## src/rtl/rr_arb_mux.sv

```systemverilog
// N-channel arbitrated mux (round-robin or fixed priority) with a one-entry output register.
// Latency: 1 cycle from input handshake to out_valid. A stalled output deasserts every in_ready.
module rr_arb_mux #(
    parameter int WIDTH = 32,
    parameter int N     = 3,
    parameter int RR    = 1
) (
    input  logic                   clk,
    input  logic                   rst,
    input  logic [N*WIDTH-1:0]     in_data,
    input  logic [N-1:0]           in_valid,
    output logic [N-1:0]           in_ready,
    output logic [WIDTH-1:0]       out_data,
    output logic [$clog2(N)-1:0]   out_sel,
    output logic                   out_valid,
    input  logic                   out_ready
);

    localparam int SEL_W = $clog2(N);

    logic [SEL_W-1:0] ptr;
    logic [SEL_W-1:0] gnt;
    logic             any_vld;
    logic             free;
    logic             xfer;
    logic [WIDTH-1:0] gnt_dat;
    int               idx;

    // Scan starts at ptr in round-robin mode, at 0 in fixed-priority mode.
    always_comb begin
        gnt     = '0;
        any_vld = 1'b0;
        idx     = 0;
        for (int k = 0; k < N; k++) begin
            idx = (RR != 0) ? int'(ptr) + k : k;
            if (idx >= N) idx = idx - N;
            if (!any_vld && in_valid[idx]) begin
                any_vld = 1'b1;
                gnt     = idx[SEL_W-1:0];
            end
        end
    end

    assign gnt_dat = in_data[int'(gnt)*WIDTH +: WIDTH];
    assign free    = !out_valid || out_ready;
    assign xfer    = free && any_vld && !rst;

    always_comb begin
        in_ready = '0;
        for (int i = 0; i < N; i++) begin
            in_ready[i] = xfer && (gnt == SEL_W'(i));
        end
    end

    always_ff @(posedge clk or posedge rst) begin
        if (rst) begin
            out_valid <= 1'b0;
            out_data  <= '0;
            out_sel   <= '0;
            ptr       <= '0;
        end else if (xfer) begin
            out_valid <= 1'b1;
            out_data  <= gnt_dat;
            out_sel   <= gnt;
            // Explicit wrap keeps ptr in range for non-power-of-2 N.
            if (RR != 0) ptr <= (gnt == SEL_W'(N-1)) ? '0 : gnt + 1'b1;
        end else if (out_ready) begin
            out_valid <= 1'b0;
        end
    end

endmodule

```

## config.mk

```make
export PLATFORM = sky130hd
export DESIGN_NAME = rr_arb_mux
export DESIGN_NICKNAME = d
export VERILOG_FILES = /design/src/rtl/rr_arb_mux.sv
export SDC_FILE = /design/constraint.sdc
export NUM_CORES = 1
export LEC_CHECK = 0
export ABC_AREA = 0
export CAP_MARGIN = 0
export CORE_AREA = 4 4 82 84
export CTS_CLUSTER_DIAMETER = 80
export DETAILED_ROUTE_END_ITERATION = 10
export DIE_AREA = 0 0 86 88
export HOLD_SLACK_MARGIN = 0.05
export PLACE_DENSITY = 0.84
export SLEW_MARGIN = 20
export SYNTH_ARGS = -nofsm -noshare
export SYNTH_HDL_FRONTEND = slang
export SYNTH_SLANG_ARGS = --single-unit
```

## constraint.sdc

```tcl
create_clock -name clk -period 3.9 [get_ports clk]
set_clock_uncertainty 0.05 [all_clocks]
set_input_delay 0.78 -clock clk [delete_from_list [all_inputs] [get_ports clk]]
set_output_delay 0.78 -clock clk [all_outputs]
set_load 0.005 [all_outputs]
```

==> flow_summary.yaml <==
final_layout:
  drive_gt1_frac: 0.1788
  seqCellArea_um2: 925.9
  areaGrowthSynthToFinish_pct: 66.68
  final_util: 0.6672
  finalNonFillerCells: 461
  fin_nets: 491
  fillCellCount: 501
  diodes: 0
  multi_input_area_um2: 1323
  design_area_um2: 3950
die:
  die_y_um: 88
  io_pins: 140
  rows: 28
  die_area_um2: 7568
  coreArea_um2: 5921
  die_x_um: 86
  initial_core_util: 0.4003
global_route:
  gr-usage-all-layers: 0.2028
  use_met3: 0.04045
  grt_first_pass_wirelength_um: 12110
  use_met2: 0.3630
  antenna_found_initial: 0
  grt_util_met1: 0.2378
  grt.busiest_layer: "met2"
  grt_overflow: 0
  grt_max_degree: 39
  grt_pass1_vias: 2596
logic_synthesis:
  ys_types: 37
  syn-num-nets: 352
  synth_flop_cell: "dfrtp_1"
  synth-edff-count: 0
  async_flop_share: 1.000
  synthCells: 246
  synth_top_area_cell: "dfrtp_1"
  synth_seq_cells: 37
  synth.most_common_cell: "nand2_1"
  netlist_area_um2: 2370
  netlist.area_leader.share: 0.3907
  ys_top_cells_by_area: "dfrtp_1 (39%), a221oi_2 (15%), a21oi_2 (7.0%), nand2_1 (6.5%), nor2_1 (6.0%)"
  synthTopCellsByCount: "nand2_1 (41), nor2_1 (38), dfrtp_1 (37)"
  yosys_warnings: 0
  synth.avg_cell_area_um2: 9.633
  synth-seq-area-share: 0.3907
clocking:
  htree_levels: 2
  post_cts_buffers: 0
  clk_pin_slew_ns: 0.07
  cts-root-buf: "clkbuf_8"
  cts_buffers: 5
  tritoncts: "done"
  clock-sinks: 37
  clk_latency_ns: 0.28
  cts.path.max_buffers: 2
placed_design:
  io_buffers: 139
  dp.cells: 453
  dp_hpwl_um: 5847
  placed_area_um2: 3826
  gp_congestion: 0.8471
critical_path:
  crit_arrival_ns: 2.89
  critPathMaxFanout: 4
  crit_required_ns: 3.07
  critPathKind: "in2out"
  startpoint_type: "primary input"
  end_kind: "primary output"
detailed_routing:
  final_antenna_net_count: 0
  dr.first_iter.drc_count: 148
  wl_um: 7756
  drtPass1Iterations: 6
  routed-via-count: 2443
  routedWlPerCell_um: 16.82
  drc_errors: 0
  vias_per_cell: 5.299
sta:
  drv_slew: 0
  hold_viol: 0
  min_period_over_period: 0.9539
  relSlewSlack: 0.6679
  worst_pin_slew_ns: 0.4981
  setup_viol: 0
  setup-tns-final_ns: 0
  finalCriticalPeriod_ns: 3.720
  rsz0062_at_grt: "false"
  timing.fmax_mhz: 268.8
power:
  irDropWorstVdd_v: 0.0005159
  power.density_nw_per_um2: 814.6
  power.leakage_nw: 1.544
  power.total_mw: 3.218
outcome:
  outcome: "completed"
job:
  cap_violations: 0
worst_hold_path:
  hold_class: "reg2reg"
final cells by class:
class | count | share of cell area
timing repair buffer | 150 | 0.3738
multi-input combinational | 187 | 0.3348
sequential | 37 | 0.2344
tap | 75 | 0.02376
clock buffer | 7 | 0.02186
clock inverter | 1 | 0.007602
inverter | 4 | 0.003801
worst max-delay path: stages:
cell and delay [ns]:
clkdlybuf4s50_1 0.52, mux2i_1 0.12, o22a_1 0.26, and3_4 0.22, o311a_1 0.37, and2_1 0.15
clkdlybuf4s50_1 0.48
placed cells by master, fill, tap and decap left out, types with 3 or more instances in the layout:
master,n
ha_1,4
clkdlybuf4s50_1,138
nor2_1,38
nor2b_1,5
buf_4,11
mux2i_1,3
inv_1,4
o21a_1,4
a221oi_2,24
dfrtp_1,37
nand2_1,40
a21oi_2,19
a221oi_1,8
clkbuf_8,6
a21oi_1,16
flip-flops by register name, indices dropped and copies added (netlist names):
register,cells
out_sel,2
out_data,32
ptr,2
out_valid,1
layer usage:
layer,share of wire,wire length [µm],up-vias
met5,0,0,-
met4,0.019,150,0
met3,0.081,628,15
met2,0.50,3844,115
met1,0.40,3133,1140
li1,-,-,1173
power breakdown:
| part | leakage (nW) | switching, mW | internal, mW | total [mW] |
|---|---|---|---|---|
| clock network | 0.0585 | 0.135 | 0.209 | 0.344 |
| logic | 1.07 | 1.18 | 1.01 | 2.19 |
| registers | 0.416 | 0.0996 | 0.584 | 0.683 |
| total | 1.54 | 1.41 | 1.81 | 3.22 |
path summary, 6_finish.rpt:
kind,start,to,slack [ns],depth (start not counted)
hold reg to reg,out_sel[1],out_sel[1],0.44,2
min in group asynchronous,rst,out_valid,0.89,3
max in group asynchronous,rst,out_data[16],2.55,3
setup / recovery,in_valid[0],in_ready[1],0.18,7
hold / removal,out_sel[1],out_sel[1],0.44,2
setup reg to reg,ptr[1],out_data[29],1.23,10
metrics by stage:
| stage | hold WS (ns) | setup slack, ns |
|---|---|---|
| global route | 0.4776 | 0.04744 |
| CTS | 0.4366 | 0.02809 |
| finish | 0.4367 | 0.1799 |
| floorplan | 0.4200 | 1.018 |
| global placement | 0.4241 | 0.1348 |
| detailed placement | 0.4206 | 0.06842 |
cells by family after synthesis:
family | Yosys count | synth area share
buf+inv | 22 | 0.05649
compound gates | 82 | 0.3390
mux | 3 | 0.01267
flops | 37 | 0.3907
simple gates | 98 | 0.1800
fa+ha+maj | 4 | 0.02112
timing repair:
item | CTS | global route
resized for setup | 0 | 4
endpoints found under the setup margin | 0 | 3
hold buffers | 0 | 0
No activity file was read; power rests on OpenSTA's default activity.
